--- src/rtl/adder_pkg.sv ---
`default_nettype none
// ============================================================================
//  Module      : adder_pkg
//  Description : Shared types and helpers for the chunked sequential adder.
//  Revision    : 1.0  initial release
// ============================================================================
package adder_pkg;

    // Controller states of the chunked adder
    typedef enum logic [1:0] {
        S_IDLE = 2'd0,
        S_RUN  = 2'd1,
        S_DONE = 2'd2
    } state_t;

    // Evaluates to 1 when WIDTH splits evenly into CHUNK-bit slices, else 0.
    // Used as a divisor so that an illegal combination fails elaboration.
    function automatic int width_ok(input int width, input int chunk);
        return ((chunk > 0) && (width % chunk == 0)) ? 1 : 0;
    endfunction

    // Chunk index width: clog2(n), never below one bit
    function automatic int idx_width(input int n);
        return (n <= 1) ? 1 : $clog2(n);
    endfunction

endpackage
`default_nettype wire

--- src/rtl/chunked_adder_seq_if.sv ---
`default_nettype none
// ============================================================================
//  Module      : chunked_adder_seq_if
//  Description : Operand/result handshake bundle of the chunked adder.
//  Revision    : 1.0  initial release
// ============================================================================
interface chunked_adder_seq_if #(
    parameter int WIDTH = 32
);
    logic             in_valid;
    logic             in_ready;
    logic [WIDTH-1:0] a;
    logic [WIDTH-1:0] b;
    logic             cin;
    logic             sub;
    logic             out_valid;
    logic             out_ready;
    logic [WIDTH-1:0] sum;
    logic             cout;
    logic             ovf;
    logic             zero;

    // Requester / result consumer side
    modport master (
        output in_valid, a, b, cin, sub, out_ready,
        input  in_ready, out_valid, sum, cout, ovf, zero
    );

    // Adder side
    modport slave (
        input  in_valid, a, b, cin, sub, out_ready,
        output in_ready, out_valid, sum, cout, ovf, zero
    );
endinterface
`default_nettype wire

--- src/rtl/adder_chunk.sv ---
`default_nettype none
// ============================================================================
//  Module      : adder_chunk / full_adder1
//  Description : CHUNK-bit combinational ripple adder built from 1-bit cells.
//  Revision    : 1.0  initial release
// ============================================================================
module full_adder1 (
    input  wire logic a,
    input  wire logic b,
    input  wire logic c,
    output logic      s,
    output logic      cout
);
    assign s    = a ^ b ^ c;
    assign cout = (a & b) | (c & (a ^ b));
endmodule

module adder_chunk #(
    parameter int CHUNK = 8
) (
    input  wire logic [CHUNK-1:0] a,
    input  wire logic [CHUNK-1:0] b,
    input  wire logic             c,
    output logic      [CHUNK-1:0] s,
    output logic                  cout
);
    logic [CHUNK:0] w_c;

    assign w_c[0] = c;

    // One full-adder cell per bit, carry rippling upward
    for (genvar i = 0; i < CHUNK; i++) begin : g_bit
        full_adder1 u_fa (
            .a    (a[i]),
            .b    (b[i]),
            .c    (w_c[i]),
            .s    (s[i]),
            .cout (w_c[i+1])
        );
    end

    assign cout = w_c[CHUNK];
endmodule
`default_nettype wire

--- src/rtl/chunked_adder_seq.sv ---
`default_nettype none
// ============================================================================
//  Module      : chunked_adder_seq
//  Description : Multi-cycle adder/subtractor, CHUNK bits per clock, carry
//                held in a register between chunks; sum/cout/ovf/zero out.
//  Revision    : 1.0  initial release
// ============================================================================
module chunked_adder_seq
    import adder_pkg::*;
#(
    parameter int WIDTH = 32,
    parameter int CHUNK = 8
) (
    input  wire logic          clk,
    input  wire logic          rst,
    chunked_adder_seq_if.slave bus
);
    // Division by zero here stops elaboration when WIDTH % CHUNK != 0
    localparam int c_WIDTH_OK = width_ok(WIDTH, CHUNK);
    localparam int c_N        = WIDTH / CHUNK / c_WIDTH_OK;
    localparam int c_IDXW     = idx_width(c_N);
    localparam logic [c_IDXW-1:0] c_LAST = c_IDXW'(c_N - 1);

    state_t            state_q, state_d;
    logic [c_IDXW-1:0] idx_q;
    logic [WIDTH-1:0]  a_q, b_q;      // b_q already holds b or ~b
    logic [WIDTH-1:0]  acc_q;         // partial sum, internal only
    logic              carry_q;
    logic [WIDTH-1:0]  sum_q;
    logic              cout_q, ovf_q, zero_q;

    logic [CHUNK-1:0]  w_a_chunk, w_b_chunk, w_s_chunk;
    logic              w_c_chunk;
    logic [WIDTH-1:0]  w_final;
    logic              w_last;

    // Select the current slice of each operand
    always_comb begin
        w_a_chunk = a_q[int'(idx_q)*CHUNK +: CHUNK];
        w_b_chunk = b_q[int'(idx_q)*CHUNK +: CHUNK];
        w_last    = (idx_q == c_LAST);
    end

    adder_chunk #(.CHUNK(CHUNK)) u_chunk (
        .a    (w_a_chunk),
        .b    (w_b_chunk),
        .c    (carry_q),
        .s    (w_s_chunk),
        .cout (w_c_chunk)
    );

    // Partial sum with this cycle's slice merged in; complete on the last chunk
    always_comb begin
        w_final = acc_q;
        w_final[int'(idx_q)*CHUNK +: CHUNK] = w_s_chunk;
    end

    // State register
    always_ff @(posedge clk or posedge rst) begin
        if (rst) state_q <= S_IDLE;
        else     state_q <= state_d;
    end

    // Next-state logic
    always_comb begin
        state_d = state_q;
        case (state_q)
            S_IDLE:  if (bus.in_valid)  state_d = S_RUN;
            S_RUN:   if (w_last)        state_d = S_DONE;
            S_DONE:  if (bus.out_ready) state_d = S_IDLE;
            default:                    state_d = S_IDLE;
        endcase
    end

    // Handshake outputs decoded from state; in_ready is forced low during reset
    always_comb begin
        bus.in_ready  = (state_q == S_IDLE) && !rst;
        bus.out_valid = (state_q == S_DONE);
    end

    // Operand capture, per-chunk accumulation and final result registration
    always_ff @(posedge clk or posedge rst) begin
        if (rst) begin
            idx_q   <= '0;
            a_q     <= '0;
            b_q     <= '0;
            acc_q   <= '0;
            carry_q <= 1'b0;
            sum_q   <= '0;
            cout_q  <= 1'b0;
            ovf_q   <= 1'b0;
            zero_q  <= 1'b0;
        end else begin
            case (state_q)
                S_IDLE: begin
                    if (bus.in_valid) begin
                        a_q     <= bus.a;
                        b_q     <= bus.sub ? ~bus.b : bus.b;
                        carry_q <= bus.sub ? 1'b1 : bus.cin;
                        idx_q   <= '0;
                    end
                end
                S_RUN: begin
                    acc_q   <= w_final;
                    carry_q <= w_c_chunk;
                    if (w_last) begin
                        sum_q  <= w_final;
                        cout_q <= w_c_chunk;
                        ovf_q  <= (a_q[WIDTH-1] == b_q[WIDTH-1]) &&
                                  (w_final[WIDTH-1] != a_q[WIDTH-1]);
                        zero_q <= (w_final == '0);
                    end else begin
                        idx_q  <= idx_q + 1'b1;
                    end
                end
                default: ;
            endcase
        end
    end

    assign bus.sum  = sum_q;
    assign bus.cout = cout_q;
    assign bus.ovf  = ovf_q;
    assign bus.zero = zero_q;

endmodule
`default_nettype wire

--- src/flat_wrapper.sv ---
// flat-port wrapper written by rule: the top's interface ports become plain ports
module chunked_adder_seq_flat import adder_pkg::*;
#(
    parameter int WIDTH = 32,
    parameter int CHUNK = 8
)
  (clk, rst, bus_in_valid, bus_a, bus_b, bus_cin, bus_sub, bus_out_ready, bus_in_ready, bus_out_valid, bus_sum, bus_cout, bus_ovf, bus_zero);
  chunked_adder_seq_if #(.WIDTH(WIDTH)) bus_i ();
  input  wire logic clk;
  input  wire logic rst;
  input wire logic [$bits(bus_i.in_valid)-1:0] bus_in_valid;
  input wire logic [$bits(bus_i.a)-1:0] bus_a;
  input wire logic [$bits(bus_i.b)-1:0] bus_b;
  input wire logic [$bits(bus_i.cin)-1:0] bus_cin;
  input wire logic [$bits(bus_i.sub)-1:0] bus_sub;
  input wire logic [$bits(bus_i.out_ready)-1:0] bus_out_ready;
  output wire logic [$bits(bus_i.in_ready)-1:0] bus_in_ready;
  output wire logic [$bits(bus_i.out_valid)-1:0] bus_out_valid;
  output wire logic [$bits(bus_i.sum)-1:0] bus_sum;
  output wire logic [$bits(bus_i.cout)-1:0] bus_cout;
  output wire logic [$bits(bus_i.ovf)-1:0] bus_ovf;
  output wire logic [$bits(bus_i.zero)-1:0] bus_zero;
  assign bus_i.in_valid = bus_in_valid;
  assign bus_i.a = bus_a;
  assign bus_i.b = bus_b;
  assign bus_i.cin = bus_cin;
  assign bus_i.sub = bus_sub;
  assign bus_i.out_ready = bus_out_ready;
  assign bus_in_ready = bus_i.in_ready;
  assign bus_out_valid = bus_i.out_valid;
  assign bus_sum = bus_i.sum;
  assign bus_cout = bus_i.cout;
  assign bus_ovf = bus_i.ovf;
  assign bus_zero = bus_i.zero;
  chunked_adder_seq #(.WIDTH(WIDTH), .CHUNK(CHUNK)) u_core (.clk(clk), .rst(rst), .bus(bus_i));
endmodule
--- config.mk ---
export PLATFORM = sky130hd
export DESIGN_NAME = chunked_adder_seq_flat
export DESIGN_NICKNAME = d
export VERILOG_FILES = /design/src/rtl/adder_pkg.sv /design/src/rtl/chunked_adder_seq_if.sv /design/src/rtl/adder_chunk.sv /design/src/rtl/chunked_adder_seq.sv /design/src/flat_wrapper.sv
export SDC_FILE = /design/constraint.sdc
export NUM_CORES = 1
export LEC_CHECK = 0
export BUFFER_PORTS_ARGS = -buffer_cell sky130_fd_sc_hd__buf_2
export CAP_MARGIN = 20
export CORE_ASPECT_RATIO = 1.2
export CORE_MARGIN = 4
export CORE_UTILIZATION = 40
export CTS_CLUSTER_DIAMETER = 50
export DETAILED_ROUTE_END_ITERATION = 10
export HOLD_SLACK_MARGIN = 0.02
export SYNTH_ARGS = -nofsm -noshare
export SYNTH_HDL_FRONTEND = slang
export SYNTH_SLANG_ARGS = --single-unit
--- constraint.sdc ---
create_clock -name clk -period 5.36 [get_ports clk]
set_clock_uncertainty 0.2 [all_clocks]
set_input_delay 0 -clock clk [delete_from_list [all_inputs] [get_ports clk]]
set_output_delay 0 -clock clk [all_outputs]
set_load 0.01 [all_outputs]
* Yosys cells after proc, flatten, opt, wreduce, memory -nomap -nowiden
Index checks and enable logic that the tools add are counted.
** Storage, ports and cells
- Input bits :: 70
- Flip-flop bits (word level) :: 136
** Operators by class
- Add/sub/neg operators :: 2
- Shift-type cells :: 4
- Reduce and logical (&&, ||, !) cells :: 11
- Mux-type cells :: 12
- Eq/ne operators :: 9
- Bitwise gates (word level) :: 41
** Operators with widths (number)
- $shiftx 32x6->8 :: 2
- $neg 5->33 :: 1
- $shift 8x33->32 const A :: 1
- $shiftx 8x33->32 :: 1
- $bwmux 32 :: 1
- $logic_not 32->1 :: 1
- $mux 32 :: 1
- $not 32->32 :: 1
- $and 1x1->1 :: 16
- $xor 1x1->1 :: 16
- $mux 2 :: 5
- $or 1x1->1 :: 8
- $ne 2x2->1 const B :: 3
- $pmux 2 s3 :: 1
- $reduce_and 2->1 :: 3
- $reduce_and 3->1 :: 2
- $eq 2x2->1 const B :: 2
- $pmux 2 s2 :: 1
- $add 2x1->2 const B :: 1
- $eq 2x1->1 const B :: 1
- $logic_and 1x1->1 :: 2
- $logic_not 2->1 :: 1
- $mux 1 :: 2
- $ne 2x1->1 const B :: 1
- other kinds (5) :: 5

* Logic depth before layout (Yosys ltp)
- Depth in word-level cells :: 21
- Mapped depth :: 19
- Mapped depth without buffers :: 17

* Modules after synthesis
A second synthesis with hierarchy kept.
** Unflattened totals
- Cells, all modules :: 560
- Area, all modules :: 6448.7 um^2
** Modules (own cells, without submodules)
- chunked_adder_seq :: area each 6288.5 um^2, times used 1, cells an instance 552
- full_adder1 :: area each 20.0 um^2, times used 8, cells an instance 1

* Worst setup path after synthesis
OpenSTA, ideal clock, no wires.
- Path kind :: register to register
- From :: register u_core.idx_q[0]
- To :: register u_core.zero_q, in the netlist u_core.bus.zero
- Period minus slack after synthesis :: 5.257 ns
- Setup time :: 0.067 ns
- Cell stages (with the launch flop) :: 20
- Path slack :: 0.103 ns
- Required time :: 5.093 ns
- Arrival :: 4.990 ns
- Path buffers :: 3
- Cells stage by stage :: dfrtp_1 buf_2 buf_2 mux4_2 inv_1 fa_1 fa_1 fa_1 fa_1 fa_1 inv_1 fa_1 inv_1 fa_1 buf_2 nand2_1 o41ai_1 o21ai_0 nor4b_1 a32o_1
** Between the ends
- Word-level cells in the longest chain between the ends :: 20
- Elaborated cells on any way between the ends :: 46
** Ends and longest elaborated chain
- from (decl) :: RTL line chunked_adder_seq.sv:25 : logic [c_IDXW-1:0] idx_q;
- from (signal assigned) :: RTL line chunked_adder_seq.sv:113 : idx_q <= idx_q + 1'b1;
- $shiftx 32x6->8, on equally long branches :: RTL line chunked_adder_seq.sv:39, chunked_adder_seq.sv:40
- $xor 1x1->1 :: RTL line adder_chunk.sv:14, adder_chunk.sv:15
- $and 1x1->1 :: RTL line adder_chunk.sv:15 : assign cout = (a & b) | (c & (a ^ b));
- $or 1x1->1 :: RTL line adder_chunk.sv:15
- $and 1x1->1 :: RTL line adder_chunk.sv:15
- $or 1x1->1 :: RTL line adder_chunk.sv:15
- $and 1x1->1 :: RTL line adder_chunk.sv:15
- $or 1x1->1 :: RTL line adder_chunk.sv:15
- (+4 left out)
- $and 1x1->1 :: RTL line adder_chunk.sv:15
- $or 1x1->1 :: RTL line adder_chunk.sv:15
- $and 1x1->1 :: RTL line adder_chunk.sv:15
- $or 1x1->1 :: RTL line adder_chunk.sv:15
- $xor 1x1->1 :: RTL line adder_chunk.sv:14 : assign s = a ^ b ^ c;
- $shiftx 8x33->32 :: RTL line chunked_adder_seq.sv:55 : w_final[int'(idx_q)*CHUNK +: CHUNK] = w_s_chunk;
- $bwmux 32 :: RTL line chunked_adder_seq.sv:55
- $logic_not 32->1 :: RTL line chunked_adder_seq.sv:111 : zero_q <= (w_final == '0);
- to (signal assigned) :: RTL line chunked_adder_seq.sv:111
- to (decl) :: RTL line chunked_adder_seq.sv:30 : logic cout_q, ovf_q, zero_q;
Parallel ways exist; a longest one is shown, timed or not.
A chain may end at the register's enable or synchronous reset.

* Worst setup path in the final report
Same ends and word-level chain as after synthesis.

==> impl_metrics.csv <==
group,metric,value,unit
global_routing,grt.busiest_layer,"met2",
logic_synthesis,synth_mux_area_frac,0.115,
global_routing,first_global_vias,5095,
logic_synthesis,syn_area,6440,sq um
die,coreArea,15700,sq um
die,num_io_pins,107,
logic_synthesis,synthArstFlopShare,1.00,
finish,drive_above_1_share,0.261,
logic_synthesis,synth_top_family_by_area,"compound AO/OA/AOI/OAI gates",
die,initial_core_util,0.410,
logic_synthesis,yosysTopAreaCell,"dfrtp_1",
logic_synthesis,synth_cells,603,
finish,n_antenna_cell,0,
logic_synthesis,yosys_warnings,0,
route,wl_per_cell,16.5,um
placed_design,portBuffers,106,
global_routing,use_met2,0.319,
setup_path,crit_type,"flip-flop to flip-flop",
die,die_x,124,um
die,row_count,50,
clock_network,ctsLongestPathBuffers,2,
clock_network,clkLatencyLatePin,0.43,ns
sta,relSlewSlack,0.336,
hold_path,min-delay-path-class,"input port to flip-flop",
clock_network,cts_buffers,17,
logic_synthesis,synth_area_per_cell,10.7,sq um
global_routing,grt.total_usage,0.191,
global_routing,grtUsageMet3,0.0470,
logic_synthesis,synth_xor_area_frac,0.0435,
global_routing,grt_max_degree,100,
sta,hold_violations,0,
placed_design,gp_congestion,0.904,
route,drc,0,
logic_synthesis,synth-simple-area-share,0.111,
logic_synthesis,synth-compound-area-share,0.123,
finish,area_delta_synth_final,31.2,%
logic_synthesis,synth_cell_types,43,
logic_synthesis,yosysTopAreaCellShare,0.528,
status,outcome,"finished clean",
clock_network,root_buffer,"clkbuf_16",
power,power_density,699,nW/um^2
clock_network,cts_tree,"done",
clock_network,clk_pin_slew,0.06,ns
logic_synthesis,synth_fa_ha_area_frac,0.0365,
sta,slew_violations,0,
sta,period_share,0.959,
power,leakagePower,3.77,nW
global_routing,grt_pass1_wl,26800,um
clock_network,clock_sinks,136,
flow_run,max-cap-violations,0,
power,switching_share,0.435,
sta,max_freq,0.195,GHz
setup_path,arrival,5.30,ns
finish,nets,853,
power,seqPwrFrac,0.298,
power,ir_drop,0.000514,V
logic_synthesis,synth_edf_count,0,
finish,mostFrequentLayoutCells,"136 x dfrtp_1, 106 x buf_2, 72 x nand2_1, 68 x dlygate4sd3_1, 64 x nor2_1",
sta,tns,0,ns
die,die_y,147,um
route,drt_iter0_drc,261,
power,switchingPower,2.57,mW
clock_network,post_cts_buffers,0,
route,vias,4986,
sta,min_period,5.14,ns
global_routing,grtUsageMet1,0.241,
logic_synthesis,synthesis.nets,687,
clock_network,cts_resized,0,
logic_synthesis,synth_area_leaders,"dfrtp_1 53%, mux2_2 5.9%, mux4_2 5.6%",
sta,setup_viol,0,
sta,grt_setup_unrepaired,"no",
setup_path,crit_required,5.52,ns
route,ant_nets,0,
power,pwr-share-clk,0.197,
logic_synthesis,synth-seq-cells,136,
power,power.internal,3.33,mW
clock_network,postCtsHoldBufs,67,
clock_network,h-tree-depth,4,
route,drtPass1Iterations,6,
finish,final_common_cell,"dfrtp_1",
setup_path,critPathMaxFanout,5,
setup_path,start_kind,"flip-flop",
die,die_area,18200,sq um
power,combPwrFrac,0.505,
power,total_power,5.90,mW
sta,tightestPinTransition,0.997,ns
global_routing,overflow,0,
setup_path,end_kind,"flip-flop",
route,avgViaCountPerCell,5.04,
global_routing,grt_antenna_before_repair,0,
logic_synthesis,ys_seq_area_frac,0.528,
placed_design,hpwl,11400,um
route,routed_wl,16400,um
logic_synthesis,synthFlopType,"dfrtp_1",
-- kinds of logic after synthesis --
group | Yosys count
AO/OA/AOI/OAI | 139
XOR/XNOR | 32
adder cells (fa/ha/maj) | 14
buffers and inverters | 68
flip-flops | 136
multiplexers | 50
AND/OR/NAND/NOR | 164
-- worst paths after layout --
kind,start,end,slack (ns),cells past startpoint
max,u_core.idx_q[0]$_DFFE_PP0P_,u_core.bus.zero$_DFFE_PP0P_,0.22,16
min in group asynchronous,rst,u_core.state_q[1]$_DFFE_PP0P_,0.40,4
max in group asynchronous,rst,u_core.b_q[0]$_DFFE_PP0P_,3.23,6
min reg2reg,u_core.bus.sum[26]$_DFFE_PP0P_,u_core.bus.sum[26]$_DFFE_PP0P_,0.27,2
max reg2reg,u_core.idx_q[0]$_DFFE_PP0P_,u_core.bus.zero$_DFFE_PP0P_,0.22,16
min,bus_out_ready,u_core.state_q[1]$_DFFE_PP0P_,0.11,3
-- synth_stat cells, types with 11 or more instances --
| master | count |
|---|---|
| a22oi_1 | 11 |
| dfrtp_1 | 136 |
| nor2_1 | 64 |
| nand2_1 | 72 |
| buf_2 | 14 |
| a21oi_1 | 49 |
| mux2_2 | 34 |
| xnor2_1 | 32 |
| o21ai_0 | 62 |
| inv_1 | 28 |
| mux4_2 | 16 |
| clkbuf_1 | 19 |
-- worst max-delay path: stages, from the launching register on --
cell and delay [ns]:
dfrtp_1 0.43, mux4_2 0.35, inv_1 0.05, fa_1 0.40
fa_1 0.39, fa_1 0.39, fa_1 0.39, fa_1 0.38
inv_1 0.08, fa_1 0.17, inv_1 0.05, fa_1 0.35
inv_1 0.08, fa_1 0.52, a22oi_1 0.44, and4_1 0.25
a32o_1 0.16
-- flip-flops by register name (all words and copies together), names as in the netlist --
| register | count |
|---|---|
| u_core.bus.zero | 1 |
| u_core.bus.sum | 32 |
| u_core.bus.ovf | 1 |
| u_core.a_q | 32 |
| u_core.state_q | 2 |
| u_core.b_q | 32 |
| u_core.bus.cout | 1 |
| u_core.idx_q | 2 |
| u_core.acc_q | 32 |
| u_core.carry_q | 1 |
-- power by group through the flow --
stage	sequential [mW]	combinational, mW	clock (mW)
6_report	1.76	2.98	1.16
5_1_grt	1.82	3.28	1.23
4_1_cts	1.76	2.99	1.18
3_5_place_dp	1.78	2.94	0
3_3_place_gp	1.75	2.88	0
2_1_floorplan	1.73	1.92	0
-- per-stage QoR --
step	std cells	util	area, sq um	hold WS, ns	setup WS (ns)
finish	990	0.538	8450	0.110	0.221
global route	990	0.538	8450	0.141	0.00489
CTS	988	0.536	8410	0.118	0.230
detailed placement	889	0.455	7150	0.00667	0.238
global placement	889	0.455	7150	-0.00168	0.346
floorplan	603	-	6440	-0.153	0.103
-- final cells by class --
| cell class | instances | area (sq um) |
|---|---|---|
| Inverter | 31 | 119 |
| Tap cell | 208 | 260 |
| Clock buffer | 21 | 470 |
| Clock inverter | 11 | 123 |
| Multi-Input combinational cell | 399 | 2770 |
| Fill cell | 1383 | 7250 |
| Timing Repair Buffer | 184 | 1310 |
| Sequential cell | 136 | 3400 |
-- routing by layer --
layer,part of all wire,wire (um)
met5,0,0
met1,0.42,6810
met4,0.016,255
met2,0.52,8450
met3,0.052,857
Note: power is estimated with default switching activity, not from simulation.
